`config.mk`:
```
export PLATFORM = sky130hd
export DESIGN_NAME = score_display_flat
export DESIGN_NICKNAME = d
export VERILOG_FILES = /design/src/rtl/score_display_if.sv /design/src/rtl/score_display.sv /design/src/flat_wrapper.sv
export SDC_FILE = /design/constraint.sdc
export NUM_CORES = 1
export LEC_CHECK = 0
export CORE_ASPECT_RATIO = 1.2
export CORE_UTILIZATION = 54
export CTS_CLUSTER_DIAMETER = 40
export DETAILED_ROUTE_END_ITERATION = 8
export GPL_TIMING_DRIVEN = 0
export HOLD_SLACK_MARGIN = 0.05
export PLACE_DENSITY = 0.87
export SYNTH_ARGS = -nofsm -noshare
export SYNTH_HDL_FRONTEND = slang
export SYNTH_SLANG_ARGS = --single-unit
```
`constraint.sdc`:
```
create_clock -name clk -period 1.8 [get_ports clk]
set_input_delay 0.18 -clock clk [delete_from_list [all_inputs] [get_ports clk]]
set_output_delay 0.18 -clock clk [all_outputs]
set_load 0.005 [all_outputs]
```
`src/rtl/score_display_if.sv`:
```
// score_display_if: start/value request and busy/done/overflow/leds status
// bundle between the score counter and the 7-segment driver.
interface score_display_if #(
  parameter int WIDTH      = 10,
  parameter int NUM_DIGITS = 3
);
  logic                    start;
  logic [WIDTH-1:0]        value;
  logic                    busy;
  logic                    done;
  logic                    overflow;
  logic [7*NUM_DIGITS-1:0] leds;

  modport master (output start, value, input busy, done, overflow, leds);
  modport slave  (input start, value, output busy, done, overflow, leds);
endinterface

```
`src/rtl/score_display.sv`:
```
// score_display: binary score -> BCD (double-dabble, one bit per cycle) ->
// NUM_DIGITS active-low 7-segment digits, saturating to all 9s on overflow.
// Optional leading-zero blanking: define SEG_LZ_BLANK_EN.
module score_display #(
  parameter int WIDTH      = 10,
  parameter int NUM_DIGITS = 3
) (
  input  logic            clk,
  input  logic            reset_n,
  score_display_if.slave  bus
);

  localparam int BCD_W = 4 * NUM_DIGITS;
  localparam int CNT_W = $clog2(WIDTH + 1);
  // Wide enough for both the input value and 10**NUM_DIGITS (<= 10**6 < 2**20).
  localparam int CMP_W = WIDTH + 24;
  localparam logic [CMP_W-1:0] LIMIT = CMP_W'(10 ** NUM_DIGITS);

  typedef enum logic [1:0] {
    IDLE   = 2'd0,
    CONV   = 2'd1,
    UPDATE = 2'd2
  } state_t;

  state_t             state_q, state_d;
  logic [WIDTH-1:0]   shift_q, shift_d;
  logic [BCD_W-1:0]   bcd_q, bcd_d;
  logic [CNT_W-1:0]   cnt_q, cnt_d;
  logic               ovf_pend_q, ovf_pend_d;
  logic [BCD_W-1:0]   digits_q, digits_d;
  logic               overflow_q, overflow_d;
  logic               busy_q, busy_d;
  logic               done_q, done_d;
  logic [BCD_W-1:0]   adj;
  logic [7*NUM_DIGITS-1:0] leds_c;

  function automatic logic [6:0] seg7(input logic [3:0] d);
    case (d)
      4'd0:    seg7 = 7'b1000000;
      4'd1:    seg7 = 7'b1111001;
      4'd2:    seg7 = 7'b0100100;
      4'd3:    seg7 = 7'b0110000;
      4'd4:    seg7 = 7'b0011001;
      4'd5:    seg7 = 7'b0010010;
      4'd6:    seg7 = 7'b0000010;
      4'd7:    seg7 = 7'b1111000;
      4'd8:    seg7 = 7'b0000000;
      4'd9:    seg7 = 7'b0010000;
      default: seg7 = 7'b1111111;
    endcase
  endfunction

  // State and datapath registers.
  always_ff @(posedge clk or negedge reset_n) begin
    if (!reset_n) begin
      state_q    <= IDLE;
      shift_q    <= '0;
      bcd_q      <= '0;
      cnt_q      <= '0;
      ovf_pend_q <= 1'b0;
      digits_q   <= '0;
      overflow_q <= 1'b0;
      busy_q     <= 1'b0;
      done_q     <= 1'b0;
    end else begin
      state_q    <= state_d;
      shift_q    <= shift_d;
      bcd_q      <= bcd_d;
      cnt_q      <= cnt_d;
      ovf_pend_q <= ovf_pend_d;
      digits_q   <= digits_d;
      overflow_q <= overflow_d;
      busy_q     <= busy_d;
      done_q     <= done_d;
    end
  end

  // Add-3 correction of every BCD nibble that is 5 or more.
  always_comb begin
    adj = bcd_q;
    for (int unsigned i = 0; i < NUM_DIGITS; i++) begin
      if (bcd_q[4*i +: 4] >= 4'd5) adj[4*i +: 4] = bcd_q[4*i +: 4] + 4'd3;
    end
  end

  // Next-state and datapath update.
  always_comb begin
    state_d    = state_q;
    shift_d    = shift_q;
    bcd_d      = bcd_q;
    cnt_d      = cnt_q;
    ovf_pend_d = ovf_pend_q;
    digits_d   = digits_q;
    overflow_d = overflow_q;
    busy_d     = busy_q;
    done_d     = 1'b0;
    case (state_q)
      IDLE: begin
        if (bus.start) begin
          shift_d    = bus.value;
          bcd_d      = '0;
          cnt_d      = '0;
          ovf_pend_d = (CMP_W'(bus.value) >= LIMIT);
          busy_d     = 1'b1;
          state_d    = CONV;
        end
      end
      CONV: begin
        // {bcd, shift} << 1 on the corrected BCD; the top BCD bit is dropped
        // (only reachable when ovf_pend already forces saturation).
        bcd_d   = {adj[BCD_W-2:0], shift_q[WIDTH-1]};
        shift_d = shift_q << 1;
        cnt_d   = cnt_q + 1'b1;
        if (cnt_q == CNT_W'(WIDTH - 1)) state_d = UPDATE;
      end
      UPDATE: begin
        if (ovf_pend_q) begin
          for (int unsigned i = 0; i < NUM_DIGITS; i++) digits_d[4*i +: 4] = 4'd9;
        end else begin
          digits_d = bcd_q;
        end
        overflow_d = ovf_pend_q;
        done_d     = 1'b1;
        busy_d     = 1'b0;
        state_d    = IDLE;
      end
      default: state_d = IDLE;
    endcase
  end

  // Segment decode of the latched digits, most significant first so the
  // leading-zero run can be tracked.
  always_comb begin
`ifdef SEG_LZ_BLANK_EN
    logic lead;
    lead = 1'b1;
`endif
    leds_c = '1;
    for (int unsigned k = 0; k < NUM_DIGITS; k++) begin
      int unsigned i;
      logic [3:0]  dig;
      logic [6:0]  code;
      i    = NUM_DIGITS - 1 - k;
      dig  = digits_q[4*i +: 4];
      code = seg7(dig);
`ifdef SEG_LZ_BLANK_EN
      if (i != 0 && lead && dig == 4'd0) code = 7'b1111111;
      if (dig != 4'd0) lead = 1'b0;
`endif
      leds_c[7*i +: 7] = code;
    end
  end

  assign bus.busy     = busy_q;
  assign bus.done     = done_q;
  assign bus.overflow = overflow_q;
  assign bus.leds     = leds_c;

endmodule

```
`src/flat_wrapper.sv`:
```
// flat-port wrapper written by rule: the top's interface ports become plain ports
module score_display_flat 
#(
  parameter int WIDTH      = 10,
  parameter int NUM_DIGITS = 3
)
  (clk, reset_n, bus_start, bus_value, bus_busy, bus_done, bus_overflow, bus_leds);
  score_display_if #(.WIDTH(WIDTH), .NUM_DIGITS(NUM_DIGITS)) bus_i ();
  input  logic clk;
  input  logic reset_n;
  input wire logic [$bits(bus_i.start)-1:0] bus_start;
  input wire logic [$bits(bus_i.value)-1:0] bus_value;
  output wire logic [$bits(bus_i.busy)-1:0] bus_busy;
  output wire logic [$bits(bus_i.done)-1:0] bus_done;
  output wire logic [$bits(bus_i.overflow)-1:0] bus_overflow;
  output wire logic [$bits(bus_i.leds)-1:0] bus_leds;
  assign bus_i.start = bus_start;
  assign bus_i.value = bus_value;
  assign bus_busy = bus_i.busy;
  assign bus_done = bus_i.done;
  assign bus_overflow = bus_i.overflow;
  assign bus_leds = bus_i.leds;
  score_display #(.WIDTH(WIDTH), .NUM_DIGITS(NUM_DIGITS)) u_core (.clk(clk), .reset_n(reset_n), .bus(bus_i));
endmodule
```
# Word-level counts from Yosys, hierarchy flattened

Memories as Yosys holds them, arrays and structs flattened.
Index checks and enable logic that the tools add are counted.

Flip-flop bits (word level): 44
Memory bits (read-only): 336
Output and inout port bits: 24
Memories: 3

Memory list:

| memory           | depth | bits a word | read ports | clocked after memory_dff | write ports | RTL line            | source |
|---|---|---|---|---|---|---|---|
| (name not given) | 16    | 7           | 1          | 0                        | 0           | score_display.sv:38 | `case (d)` |
| (name not given) | 16    | 7           | 1          | 0                        | 0           | score_display.sv:38 |  |
| (name not given) | 16    | 7           | 1          | 0                        | 0           | score_display.sv:38 |  |

Add/subtract/negate cells: 4
$lt $le $gt $ge: 4
Equality and inequality tests: 5
Multiplexer cells: 16
Reductions and logical operators: 7

Operator list:

| operator                                               | number |
|---|---|
| 2-to-1 mux 12 bit                                      | 2 |
| one-hot mux 12 bit (2 select lines)                    | 1 |
| one-hot mux 10 bit (2 select lines)                    | 1 |
| >= comparator 4 x 3 -> 1 bit (second input constant)   | 3 |
| 2-to-1 mux 4 bit                                       | 3 |
| >= comparator 10 bit (second input constant)           | 1 |
| 2-to-1 mux 10 bit                                      | 1 |
| adder 4 x 2 -> 4 bit (second input constant)           | 2 |
| one-hot mux 4 bit (2 select lines)                     | 1 |
| AND reduction 2 bit                                    | 4 |
| adder 4 x 1 -> 4 bit (second input constant)           | 1 |
| equality test 4 bit (second input constant)            | 1 |
| 2-to-1 mux 2 bit                                       | 2 |
| one-hot mux 2 bit (2 select lines)                     | 1 |
| nonzero test 2 bit                                     | 2 |
| adder 3 x 2 -> 3 bit (second input constant)           | 1 |
| 2-to-1 mux 3 bit                                       | 1 |
| equality test 2 x 1 -> 1 bit (second input constant)   | 1 |
| equality test 2 bit (second input constant)            | 1 |
| logical NOT 2 bit                                      | 1 |
| 2-to-1 mux 1 bit                                       | 2 |
| inequality test 2 x 1 -> 1 bit (second input constant) | 1 |
| inequality test 2 bit (second input constant)          | 1 |
| one-hot mux 1 bit (2 select lines)                     | 1 |

# Depth between registers and ports, before layout

Gate-level depths: netlist of run 1.

Depth after elaboration: 3
Mapped depth: 6
Gate-level depth less buffers: 6

# Worst setup path before layout of run 1

No wires, ideal clock.

Path type: reg2reg
From: register u_core.bcd_q[0]
To: register u_core.bcd_q[2]
Arrival: 1.433 ns
Required time: 1.717 ns
Slack: 0.285 ns
Cell stages (with the launch flop): 7
Period minus slack after synthesis: 1.515 ns
Path through: dfrtp_1 -> inv_1 -> ha_1 -> nand2b_1 -> a21oi_1 -> mux2_2 -> o21ai_0

Word-level cells in the longest chain between the ends: 3
Elaborated cells on any way between the ends: 4
Those cells by class: 1 x add/sub; 1 x order compare; 2 x mux

Ends and longest elaborated chain:

| item                                                                        | RTL line            | source |
|---|---|---|
| start, declared                                                             | score_display.sv:27 | `logic [BCD_W-1:0] bcd_q, bcd_d;` |
| start signal, assigned                                                      | score_display.sv:58 | `bcd_q <= '0;` |
| start signal, assigned                                                      | score_display.sv:68 | `bcd_q <= bcd_d;` |
| adder 4 x 2 -> 4 bit / >= comparator 4 x 3 -> 1 bit (equally long branches) | score_display.sv:82 | `if (bcd_q[4*i +: 4] >= 4'd5) adj[4*i +: 4] = bcd_q[4*i +: 4] + 4'd3;` |
| 2-to-1 mux 4 bit (*)                                                        | score_display.sv:82 |  |
| one-hot mux 12 bit (2 select lines) (*)                                     | score_display.sv:97 | `case (state_q)` |

Mark *: on every way between the ends. The rest lies on a longest branch, timed or not.
A chain may end at the register's enable or synchronous reset.

# Worst setup path in the final report of run 1

From: register u_core.digits_q[4]
To: output bus_leds[7]

Word-level cells in the longest chain between the ends: 1

Ends and longest elaborated chain:

| item                   | RTL line            | source |
|---|---|---|
| start, declared        | score_display.sv:30 | `logic [BCD_W-1:0] digits_q, digits_d;` |
| start signal, assigned | score_display.sv:71 | `digits_q <= digits_d;` |
| memory (16 x 7 bit)    | n/a                 |  |
| end, declared          | flat_wrapper.sv:16  | `output wire logic [$bits(bus_i.leds)-1:0] bus_leds;` |

No other way between the ends.

==> key figures, run 1 <==
Global routing
  – Initial antenna violation count: 0
  – First-pass GRT wire length: approximately 9600 um
  – Vias in the first global route: 2,164
  – Largest net degree at the start of global routing: 39
  – Total grt overflow: 0
  – Overall routing resource usage: between 20% and 30%

Final layout
  – Util after Layout: ~73%
  – Fin nets: 400
  – Commonest cells after routing, fill and taps aside: nand2_1 (50), dfrtp_1 (42), o21ai_0 (28), nor2_1 (20), buf_4 (18)
  – Non-Filler Instances: roughly 420
  – Fill count: between 300 and 400
  – Inserted Diodes: 0
  – Leading cell type in the layout, fill and taps excluded: nand2_1
  – Area delta synth->final: 30.84%
  – Share of layout cells above drive strength 1: about a quarter
  – Area of the multi-input gates: between 1000 and 1500 um^2
  – Reg area: 1104 um^2

Setup path
  – Bufs and invs on worst path: 3
  – Top Family by Delay on Critical Path: flip-flops
  – WP data arrival: between 1.5 and 2 ns
  – Crit path depth: 7
  – Slowest stage cell on the critical path: dfrtp_1
  – Worst R2R Path Depth: 6
  – Startpoint type of the worst setup path: flip-flop
  – Cell Chain, Critical Path: buf_6, ha_2, or2_4, a21oi_2, buf_4, nor2_1, clkbuf_2
  – Crit end category: primary output
  – Crit path required time: approximately 1.6 ns
  – CP max FO: 3
  – Largest stage delay on the critical path: about 0.40 ns
  – Crit Path Class: reg -> out

Route
  – DRC violations left: 0
  – Starting DRT DRC Count: 96
  – Post-route antenna net violation count: 0
  – Wire length per cell: about 14 um
  – Routed wire length: about 5700 um
  – Via count of the routed design: approximately 2,300
  – Via density: 5.455
  – Drt pass-1 iters: 5

Clock tree
  – Number of H-tree levels: 2
  – Clk slew on worst S/H paths: 0.08 ns
  – CTS root buf: clkbuf_8
  – CTS Buffer Depth: 2
  – CTS tree: yes
  – Sink Count: 44
  – CTS buffer count: 5
  – Clk_lat worst skew: 0.30 ns

Pwr
  – PwrDens: between 1500 and 2000 nW/um^2
  – Total power draw: just over 0.006 W
  – VDD IR max: around 1200 uV
  – P_leak: ~1.6 nW

Timing
  – Minimum clock period: 1.776 ns
  – Hold slack: 0.2560 ns
  – Max transition margin: 68.90%
  – Max Clock Skew: between 0.01 and 0.015 ns
  – Fin. max-slew vios: 0
  – Worst Max-Slew Pin Slew: ~0.47 ns
  – Hold Vio Cnt, Final: 0
  – Final setup viols: 0
  – RSZ-0062 raised after global routing: yes
  – Final period utilization: around 99%
  – Achievable clock frequency: about 0.56 GHz
  – Fin worst setup slack: roughly 0.024 ns

Placement
  – Pre-CTS WS: -0.1353 ns
  – PortBufs: 36
  – Dpl hpwl: roughly 3800 um
  – DP Cell Count: just under 400
  – RePlAce Congestion: around 0.84

Synth
  – Seq/Total Area, Yosys: between 40% and 50%
  – Synthesized Nets: roughly 340
  – Syn_area_per_cell: roughly 8.6 um^2
  – Ys Warns: 0
  – Library cells used by synthesis: 26
  – Post-Synthesis Cells: 300
  – Register bit total from synthesis: between 40 and 50
  – Syn Std Cell Area: approximately 2600 um^2

Floorplan
  – Core area: 4594 um^2
  – Die Ht: just under 80 um
  – Die span in x: between 60 and 70 um
  – I/O Pins: 37
  – Cell Rows: 27
  – Die area: between 5000 and 6000 um^2
  – Initial Util: between 50% and 60%

Run status
  – Outcome: finished clean

Flow run
  – Max-Cap Viols: 0

Hold path
  – Worst min path class: in -> async
## final timing paths
| path | start | end | slack [ns] |
|---|---|---|---|
| min reg2reg | u_core.bus.busy | u_core.bus.busy | 0.49 |
| max in group asynchronous | reset_n | u_core.digits_q[9] | 1.08 |
| max reg2reg | u_core.bcd_q[4] | u_core.bcd_q[6] | 0.16 |
| max | u_core.digits_q[4] | bus_leds[7] | 0.02 |
| min in group clk | bus_value[0] | u_core.shift_q[0] | 0.44 |
| min | reset_n | u_core.shift_q[6] | 0.26 |
## synth_stat cells
library cell	count	share of area, %
clkbuf_1	3	0.44
nor2_2	1	0.24
a22oi_1	11	3.2
or2_2	3	0.73
nand2b_1	13	3.2
nor3_1	8	1.6
o31ai_1	5	1.5
nor2b_1	1	0.24
nand3_1	12	2.3
nand4_1	2	0.49
ha_1	23	11
inv_1	18	2.6
dfrtp_1	44	43
buf_2	8	1.6
o32ai_1	2	0.68
nor2_1	23	3.4
xnor2_1	3	1.0
buf_4	2	0.58
a31oi_1	3	0.73
o21ai_0	32	6.2
a21oi_1	22	4.3
nor3b_2	1	0.49
buf_6	1	0.44
mux2_2	4	1.8
xor2_1	2	0.68
nand2_1	53	7.7
## state kept, by name, indices dropped and copies added, names as in the netlist
signal,count
u_core.state_q,2
u_core.ovf_pend_q,1
u_core.bus.done,1
u_core.digits_q,12
u_core.bus.overflow,1
u_core.bcd_q,12
u_core.cnt_q,4
u_core.bus.busy,1
u_core.shift_q,10
## kinds of logic (layout without fill, tap and decap cells)
family / count (synthesis) / count (layout) / share of synthesized area, %
AND/OR/NAND/NOR: 117 / 117 / 20.33
multiplexers: 4 / 4 / 1.751
XOR/XNOR: 5 / 5 / 1.703
adder cells (fa/ha/maj): 23 / 23 / 11.19
buffers and inverters: 32 / 96 / 5.642
AO/OA/AOI/OAI: 75 / 75 / 16.59
flip-flops: 44 / 44 / 42.80
## through the flow
step                      cell area [um^2]  setup TNS, ns
after floorplan                       2572              0
after global placement                3005         -24.85
after detailed placement              3020        -0.5714
after CTS                             3272        -0.1132
after global routing                  3366        -0.1802
final                                 3366              0
## report_power, final
group          switching (W)  internal (W)  leakage (nW)  total, W
registers           0.000407       0.00140         0.549   0.00181
clock network       0.000317      0.000264        0.0410  0.000581
logic                0.00189       0.00187         0.996   0.00376
total                0.00262       0.00354          1.59   0.00615
## per-layer routing
metal	share of wire (%)	track usage, %	up-vias
met4	1.4	9.333	0
met5	0	0	-
met3	2.9	4.853	8
li1	-	-	1138
met1	42	29.14	1114
met2	53	41.98	42
## timing repair
item / CTS / global route
setup endpoints to repair: 21 / 15
pin swaps: 10 / 10
resized for setup: 58 / 35
hold endpoints to repair: 44 / 0
cloned: 0 / 0
setup buffers: 19 / 3
hold buffers: 1 / 0
## area by class of cell
class	count	area share [%]
multi-input cells	224	43.05
inverters	18	2.156
clock buffers	6	2.156
well taps	58	2.156
plain buffers	14	2.714
flip-flops and latches	44	32.79
clock inverters	1	0.1487
repair buffers	57	14.83
(Power assumes the default switching activity.)
==> run 2, diff against run 1 <==
--- a/config.mk
+++ b/config.mk
@@ -6,11 +6,11 @@
 export NUM_CORES = 1
 export LEC_CHECK = 0
 export CORE_ASPECT_RATIO = 1.2
+export CORE_MARGIN = 4
 export CORE_UTILIZATION = 54
 export CTS_CLUSTER_DIAMETER = 40
 export DETAILED_ROUTE_END_ITERATION = 8
 export GPL_TIMING_DRIVEN = 0
-export HOLD_SLACK_MARGIN = 0.05
 export PLACE_DENSITY = 0.87
 export SYNTH_ARGS = -nofsm -noshare
 export SYNTH_HDL_FRONTEND = slang
==> key figures, run 2 (synthesis gave the netlist of run 1 again) <==
Placement
  – DP Cell Count: 395 (unchanged)
  – RePlAce Congestion: 0.8466 (was 0.8444)
  – PortBufs: 36 (unchanged)
  – Dpl hpwl: 3978 um (was 3805 um)

Flow run
  – Max-Cap Viols: 0 (unchanged)

Timing
  – Hold slack: 0.2613 ns (was 0.2560 ns)
  – Fin. max-slew vios: 0 (unchanged)
  – Final setup viols: 0 (unchanged)
  – Worst Max-Slew Pin Slew: 0.4948 ns (was 0.4665 ns)
  – Max Clock Skew: 0.004932 ns (was 0.01145 ns)
  – Hold Vio Cnt, Final: 0 (unchanged)
  – Final period utilization: 99.45% (was 98.64%)
  – RSZ-0062 raised after global routing: yes (unchanged)
  – Achievable clock frequency: 0.5586 GHz (was 0.5632 GHz)
  – Minimum clock period: 1.790 ns (was 1.776 ns)
  – Max transition margin: 67.01% (was 68.90%)

Pwr
  – PwrDens: 1834 nW/um^2 (was 1828 nW/um^2)
  – P_leak: 1.602 nW (was 1.586 nW)
  – Total power draw: 0.006195 W (was 0.006151 W)
  – VDD IR max: 936.8 uV (was 1243 uV)

Route
  – Routed wire length: 6039 um (was 5735 um)
  – Starting DRT DRC Count: 110 (was 96)
  – Via count of the routed design: 2,328 (was 2,302)
  – DRC violations left: 0 (unchanged)
  – Via density: 5.452 (was 5.455)
  – Wire length per cell: 14.14 um (was 13.59 um)
  – Drt pass-1 iters: 4 (was 5)
  – Post-route antenna net violation count: 0 (unchanged)

Hold path
  – Worst min path class: in -> async (unchanged)

Setup path
  – Reg-to-Reg End: u_core.bcd_q[6] (unchanged)
  – Startpoint type of the worst setup path: flip-flop (unchanged)
  – Largest stage delay on the critical path: 0.43 ns (was 0.40 ns)
  – Worst R2R Path Depth: 6 (unchanged)
  – Crit path required time: 1.62 ns (about the same)
  – Reg2reg setup slack: 0.12 ns (was 0.16 ns)
  – FF-to-FF Start: u_core.bcd_q[4] (unchanged)
  – Cell Chain, Critical Path: ha_2, or2_4, a21oi_2, buf_4, a31oi_1, buf_2 (was buf_6, ha_2, or2_4, a21oi_2, buf_4, nor2_1, clkbuf_2)
  – Crit Path Class: reg -> out (unchanged)
  – Crit end category: primary output (unchanged)
  – WP data arrival: 1.61 ns (was 1.60 ns)
  – CP max FO: 3 (unchanged)
  – Worst setup path start: u_core.digits_q[0] (was u_core.digits_q[4])
  – Slowest stage cell on the critical path: dfrtp_1 (unchanged)

Floorplan
  – Die area: 5936 um^2 (was 5045 um^2)
  – Core area: 4594 um^2 (unchanged)
  – I/O Pins: 37 (unchanged)
  – Initial Util: 55.99% (unchanged)
  – Die span in x: 71.01 um (was 65.01 um)
  – Cell Rows: 27 (unchanged)
  – Die Ht: 83.61 um (was 77.61 um)

Clock tree
  – Sink Count: 44 (unchanged)
  – CTS buffer count: 5 (unchanged)
  – Number of H-tree levels: 2 (unchanged)
  – CTS root buf: clkbuf_8 (unchanged)
  – CTS tree: yes (unchanged)
  – Clk_lat worst skew: 0.30 ns (about the same)
  – CTS Buffer Depth: 2 (unchanged)
  – Clk slew on worst S/H paths: 0.08 ns (about the same)

Final layout
  – Commonest cells after routing, fill and taps aside: nand2_1 (50), dfrtp_1 (42), o21ai_0 (26), buf_4 (21), nor2_1 (20) (was nand2_1 (50), dfrtp_1 (42), o21ai_0 (28), nor2_1 (20), buf_4 (18))
  – Area delta synth->final: 31.32% (was 30.84%)
  – Fin nets: 404 (was 400)
  – Share of layout cells above drive strength 1: 24.12% (was 23.90%)
  – Reg area: 1104 um^2 (unchanged)
  – Area of the multi-input gates: 1420 um^2 (was 1449 um^2)
  – Leading registers by flop count: u_core.bcd_q (12), u_core.digits_q (12), u_core.shift_q (10) (unchanged)
  – Leading cell type in the layout, fill and taps excluded: nand2_1 (unchanged)
  – Util after Layout: 73.53% (was 73.26%)
  – Inserted Diodes: 0 (unchanged)
  – Non-Filler Instances: 427 (was 422)
  – Fill count: 334 (was 344)

Global routing
  – Initial antenna violation count: 0 (unchanged)
  – Vias in the first global route: 2,267 (was 2,164)
  – Overall routing resource usage: 21.25% (was 24.26%)
  – Largest net degree at the start of global routing: 38 (was 39)
  – Total grt overflow: 0 (unchanged)
  – First-pass GRT wire length: 10,200 um (was 9591 um)

Run status
  – Outcome: finished clean (unchanged)
## run 2: worst max path at each step
stage / to / slack [ns] / cells after the start
after detailed placement: bus_leds[7] / -0.11 / 6
after global placement: u_core.digits_q[0] / -0.54 / 1
after global routing: bus_leds[3] / -0.09 / 6
after floorplan: u_core.bcd_q[2] / 0.28 / 6
final: bus_leds[3] / 0.01 / 6
after CTS: bus_leds[3] / -0.08 / 7
## run 2: power breakdown
group | switching [W] | internal [W] | leakage, nW | total, W
clock | 0.000340 | 0.000312 | 0.0445 | 0.000652
sequential | 0.000421 | 0.00141 | 0.549 | 0.00183
combinational | 0.00186 | 0.00186 | 1.01 | 0.00372
total | 0.00262 | 0.00358 | 1.60 | 0.00619
## run 2: worst max-delay path: cells and delay by family (launching register included)
| family | cells | cell delay (ns) |
|---|---|---|
| buffers and inverters | 2 | 0.26 |
| AOI/OAI and AO/OA | 2 | 0.20 |
| DFF | 1 | 0.43 |
| adders and majority gates | 1 | 0.19 |
| and+or+nand+nor | 1 | 0.22 |
## run 2: per-stage QoR
stage	cell area [um^2]	worst slack [ns]	setup TNS, ns
CTS	3297	-0.07535	-0.3137
detailed placement	3020	-0.1109	-0.5738
global route	3378	-0.08669	-0.2447
global placement	3005	-0.5441	-24.26
finish	3378	0.009880	0
floorplan	2572	0.2848	0
## run 2: layer usage
layer  wire, um  vias up  GRT usage [%]
met2       3125       55          38.40
met4        187        0          8.034
li1           -     1148              -
met1       2486     1105          24.29
met5          0        -              0
met3        240       20          4.096
## run 2: final cells by class
class	count	area share (%)
multi-input combinational	224	42.04
sequential	44	32.67
timing repair buffer	61	15.70
clock buffer	7	2.556
buffer	14	2.519
inverter	18	2.148
tap	58	2.148
clock inverter	1	0.2222
## run 2: what timing repair did
item / in CTS / in global routing
gates resized for setup: 47 / 46
hold buffers: 1 / 0
buffers inserted: 20 / 3
hold endpoints to repair: 44 / 0
pin swaps: 7 / 14
endpoints found under the setup margin: 21 / 17
==> patch 1: new RTL, settings of run 1 <==
Build with the macro `SEG_LZ_BLANK_EN` defined.
--- a/src/rtl/score_display.sv
+++ b/src/rtl/score_display.sv
@@ -3,2 +3,4 @@
 // Optional leading-zero blanking: define SEG_LZ_BLANK_EN.
+`define SEG_LZ_BLANK_EN
+
 module score_display #(
Formal check against the unedited RTL: not equivalent (Yosys sat finds a counterexample within 4 cycles, from zero or initial values and one cycle with reset_n low).
==> patch 1 against run 1 <==
- the flow now finishes with violations (setup timing)
- final area up 3.5%
- total power up 6.3%
- critical endpoint is now bus_leds[17]
- routed wire length grew 6.1%
- global-route usage up 0.26 points
- count of clock-buffer cells in the layout decreased by 1
- area after synthesis grew 4.0%
- worst setup slack lost 0.12 ns
- worst hold slack worse by 0.0084 ns
- sequential cell count stayed put
- combinational power increased by 6.6%
- final cell count grew 1.4%
- sequential power fell by 2%
==> patch 1: results (changes against run 1) <==
Status: complete, but fails checks (was completed). The final reports fail on setup timing. The maximum number of pins on one net before global-route repair came out at 38 (was 39).

The filler cell count in the final layout came out at 358 (was 344). The HPWL after detailed placement came out at 4069 um (was 3805 um). The cell-internal power is 3.802 mW (was 3.535 mW). The number of cells in the design after placement is 400 (was 395). The post-layout worst setup margin came to -0.1003 ns (was 0.02449 ns). The placement-stage cell area is 3124 um2 (was 3020 um2). The via total after detailed routing came to 2,355 (was 2,302). The final setup skew is 0.008565 ns (was 0.01145 ns).

The worst setup path startpoint is u_core.digits_q[8] (was u_core.digits_q[4]). The fraction of the mapped netlist area in compound gates is 17.53% (was 16.59%). The mux contribution to synthesized area is 1.683% (was 1.751%). The fraction of final layout cells sized beyond drive strength 1 came to 25.41% (was 23.90%).

The final net count is 405 (was 400). The total power per unit cell area was 1877 nW/um2 (was 1828 nW/um2). The non-filler instance count after layout is 428 (was 422). The standby leakage power came to 1.625 nW (was 1.586 nW). The worst max-slew margin expressed relative to the limit is 68.25% (was 68.90%).

The multi-input logic area came to 1526 um2 (was 1449 um2). The peak supply drop is 1.043 mV (was 1.243 mV). The wire length per cell after detailed routing is 14.21 um (was 13.59 um). The count of endpoints failing setup in the final report came out at 4 (was 0). The number of distinct library cells after synthesis came out at 37 (was 26).
==> patch 1: cell types whose count changed in the layout (fill, tap and decap cells not counted), sizes merged, moves of 2 or more <==
cell | run 1 | this run
dlygate4sd2 | 11 | 7
clkdlybuf4s15 | 4 | 2
a21oi | 22 | 27
nor2 | 24 | 21
clkbuf | 12 | 10
a31oi | 3 | 1
buf | 35 | 43
o22a | 0 | 2
nand2 | 53 | 47
nor2b | 1 | 3
==> patch 1: routing by layer <==
layer  global-route usage (%)  up-vias  routed length (um)
li1                         -     1171                   -
met2                    44.29       54                3221
met4                    8.085        0                  47
met3                    5.029        7                 188
met5                        0        -                   0
met1                    28.36     1123                2624
==> patch 1: timing repair <==
item | 4_1_cts | 5_1_grt
buffers inserted | 18 | 1
resized for setup | 77 | 33
hold endpoints to repair | 44 | 0
hold buffers | 1 | 0
setup endpoints to repair | 21 | 18
pin swaps | 8 | 8
==> patch 1: final timing paths <==
kind	end	depth (start not counted)	slack [ns]
max in group asynchronous	u_core.digits_q[3]	3	1.11
min	u_core.shift_q[9]	2	0.25
max	bus_leds[17]	7	-0.10
min in group clk	u_core.shift_q[0]	3	0.43
max reg2reg	u_core.bcd_q[6]	6	0.11
min reg2reg	u_core.shift_q[9]	2	0.48
==> patch 1: cell type report <==
cell class / count / area share (%)
multi-input cells: 228 / 43.81
flip-flops and latches: 44 / 31.63
repair buffers: 57 / 14.00
plain buffers: 15 / 3.268
well taps: 58 / 2.083
inverters: 18 / 2.011
clock buffers: 5 / 1.975
clock inverters: 3 / 1.221
==> patch 1: kinds of logic after synthesis <==
| family | Yosys count |
|---|---|
| AOI/OAI and AO/OA | 82 |
| xor gates and xnor gates | 5 |
| adders and majority gates | 23 |
| buffers and inverters | 33 |
| DFF | 44 |
| muxes | 4 |
| and+or+nand+nor | 114 |
==> patch 2: new RTL, flow settings as in run 1 <==
Without the edit above. Re-encode `state_t` (3 states) as one-hot, 3 bits wide.
--- a/src/rtl/score_display.sv
+++ b/src/rtl/score_display.sv
@@ -18,6 +18,6 @@
 
-  typedef enum logic [1:0] {
-    IDLE   = 2'd0,
-    CONV   = 2'd1,
-    UPDATE = 2'd2
+  typedef enum logic [2:0] {
+    IDLE   = 3'b001,
+    CONV   = 3'b010,
+    UPDATE = 3'b100
   } state_t;
Behaviour: no difference found for any inputs over 10 cycles, from zero or initial values and one cycle with reset_n low; not proved beyond that.
==> patch 2 against run 1 <==
- synthesized cell count shrank 4.0%
- sequential cell count is 1 higher
- area after synthesis is the same
- routed wire length down 6.6%
- worst setup slack improved by 0.025 ns
- worst hold slack gained 0.058 ns
- die area unchanged
- final area shrank 1.7%
- critical endpoint is now bus_leds[12]
- largest cell class unchanged
Power is not compared: it rests on default switching activity, and its combinational part moved more than twofold at a synthesized area within 25%.
==> patch 2: results (changes against run 1) <==
The utilization after layout came out at 71.98% (was 73.26%). The detailed router's first-iteration violation count came out at 85 (was 96). The cell family with the largest share of critical-path delay is buffers and inverters (was flip-flops).

The number of global-route vias before repair came to 2,115 (was 2,164). The worst max-slew margin expressed relative to the limit is 55.39% (was 68.90%). The upper clock frequency limit is 571.2 MHz (was 563.2 MHz). The non-filler instance count after layout came out at 408 (was 422).

Status: completed (unchanged). The number of optimization iterations in the first detailed-route pass came out at 4 (was 5). The number of cells in the design after placement was 383 (was 395). The filler cell count in the final layout came out at 350 (was 344).

Most area-consuming cells after synthesis: sky130_fd_sc_hd__dfrtp_1 43%, sky130_fd_sc_hd__ha_1 11%, sky130_fd_sc_hd__nor2_1 6.0% (was sky130_fd_sc_hd__dfrtp_1 43%, sky130_fd_sc_hd__ha_1 11%, sky130_fd_sc_hd__nand2_1 7.7%). The total track usage is 23.59% (was 24.26%). The wire length per cell after detailed routing was 13.13 um (was 13.59 um). The fraction of final layout cells sized beyond drive strength 1 came out at 21.14% (was 23.90%).

Most frequent cells after synthesis: 44 x sky130_fd_sc_hd__dfrtp_1, 41 x sky130_fd_sc_hd__nor2_1, 36 x sky130_fd_sc_hd__nand2_1, 27 x sky130_fd_sc_hd__o21ai_0, 23 x sky130_fd_sc_hd__ha_1 (was 53 x sky130_fd_sc_hd__nand2_1, 44 x sky130_fd_sc_hd__dfrtp_1, 32 x sky130_fd_sc_hd__o21ai_0, 23 x sky130_fd_sc_hd__ha_1, 23 x sky130_fd_sc_hd__nor2_1). The fraction of the yosys area taken by sequential cells is 43.82% (was 42.80%). The final setup skew came out at 0.004819 ns (was 0.01145 ns). The final weighted congestion of routability-driven global placement is 0.8069 (was 0.8444). The mux contribution to synthesized area came out at 1.167% (was 1.751%).

The via total after detailed routing came to 2,197 (was 2,302). The endpoint of the most critical setup path is bus_leds[12] (was bus_leds[7]). The largest stage delay on the critical path is 0.43 ns (was 0.40 ns).

The slowest stage cell on the critical path is sky130_fd_sc_hd__dfrtp_2 (was sky130_fd_sc_hd__dfrtp_1). The worst-case hold slack is 0.3139 ns (was 0.2560 ns). The first-pass GRT wire length came out at 9170 um (was 9591 um). The number of distinct library cells after synthesis is 32 (was 26).
-- patch 2: changes by cell type after synthesis, sizes merged, moves of 4 or more --
cell | before | now
clkbuf | 3 | 7
buf | 11 | 6
nand2 | 53 | 37
mux2 | 4 | 0
nor3 | 8 | 1
a22oi | 11 | 1
nand2b | 13 | 8
o22ai | 0 | 13
nand3 | 12 | 2
o21ai | 32 | 27
nor2 | 24 | 41
-- patch 2: per-stage QoR --
| step | setup TNS, ns | power [mW] |
|---|---|---|
| after floorplan | 0 | 1.958 |
| after global placement | -27.86 | 2.174 |
| after global routing | -0.07263 | 3.177 |
| final | 0 | 2.996 |
| after detailed placement | -0.7609 | 2.230 |
| after CTS | -0.1661 | 3.022 |
-- patch 2: area by class of cell --
type / instances / area share [%]
multi-input cells: 210 / 40.98
flip-flops and latches: 45 / 34.20
repair buffers: 55 / 14.15
clock buffers: 7 / 2.611
plain buffers: 12 / 2.611
inverters: 20 / 2.346
well taps: 58 / 2.194
clock inverters: 1 / 0.9081
-- patch 2: what timing repair did --
action / 4_1_cts / 5_1_grt
endpoints found under the setup margin: 21 / 8
resized for setup: 56 / 17
pin swaps: 7 / 5
endpoints found under the hold margin: 14 / 0
hold buffers: 1 / 0
setup buffers: 14 / 4
-- patch 2: metal layers --
| layer | vias up | share of wire, % | global-route usage (%) |
|---|---|---|---|
| li1 | 1104 | - | - |
| met1 | 1039 | 43 | 27.46 |
| met2 | 46 | 52 | 43.02 |
| met3 | 8 | 3.0 | 3.971 |
| met4 | 0 | 1.5 | 7.556 |
| met5 | - | 0 | 0 |
-- patch 2: where the power goes --
part / switching [mW] / internal [mW]
Sequential: 0.131 / 1.20
Clock: 0.336 / 0.453
Combinational: 0.502 / 0.370
Total: 0.969 / 2.03
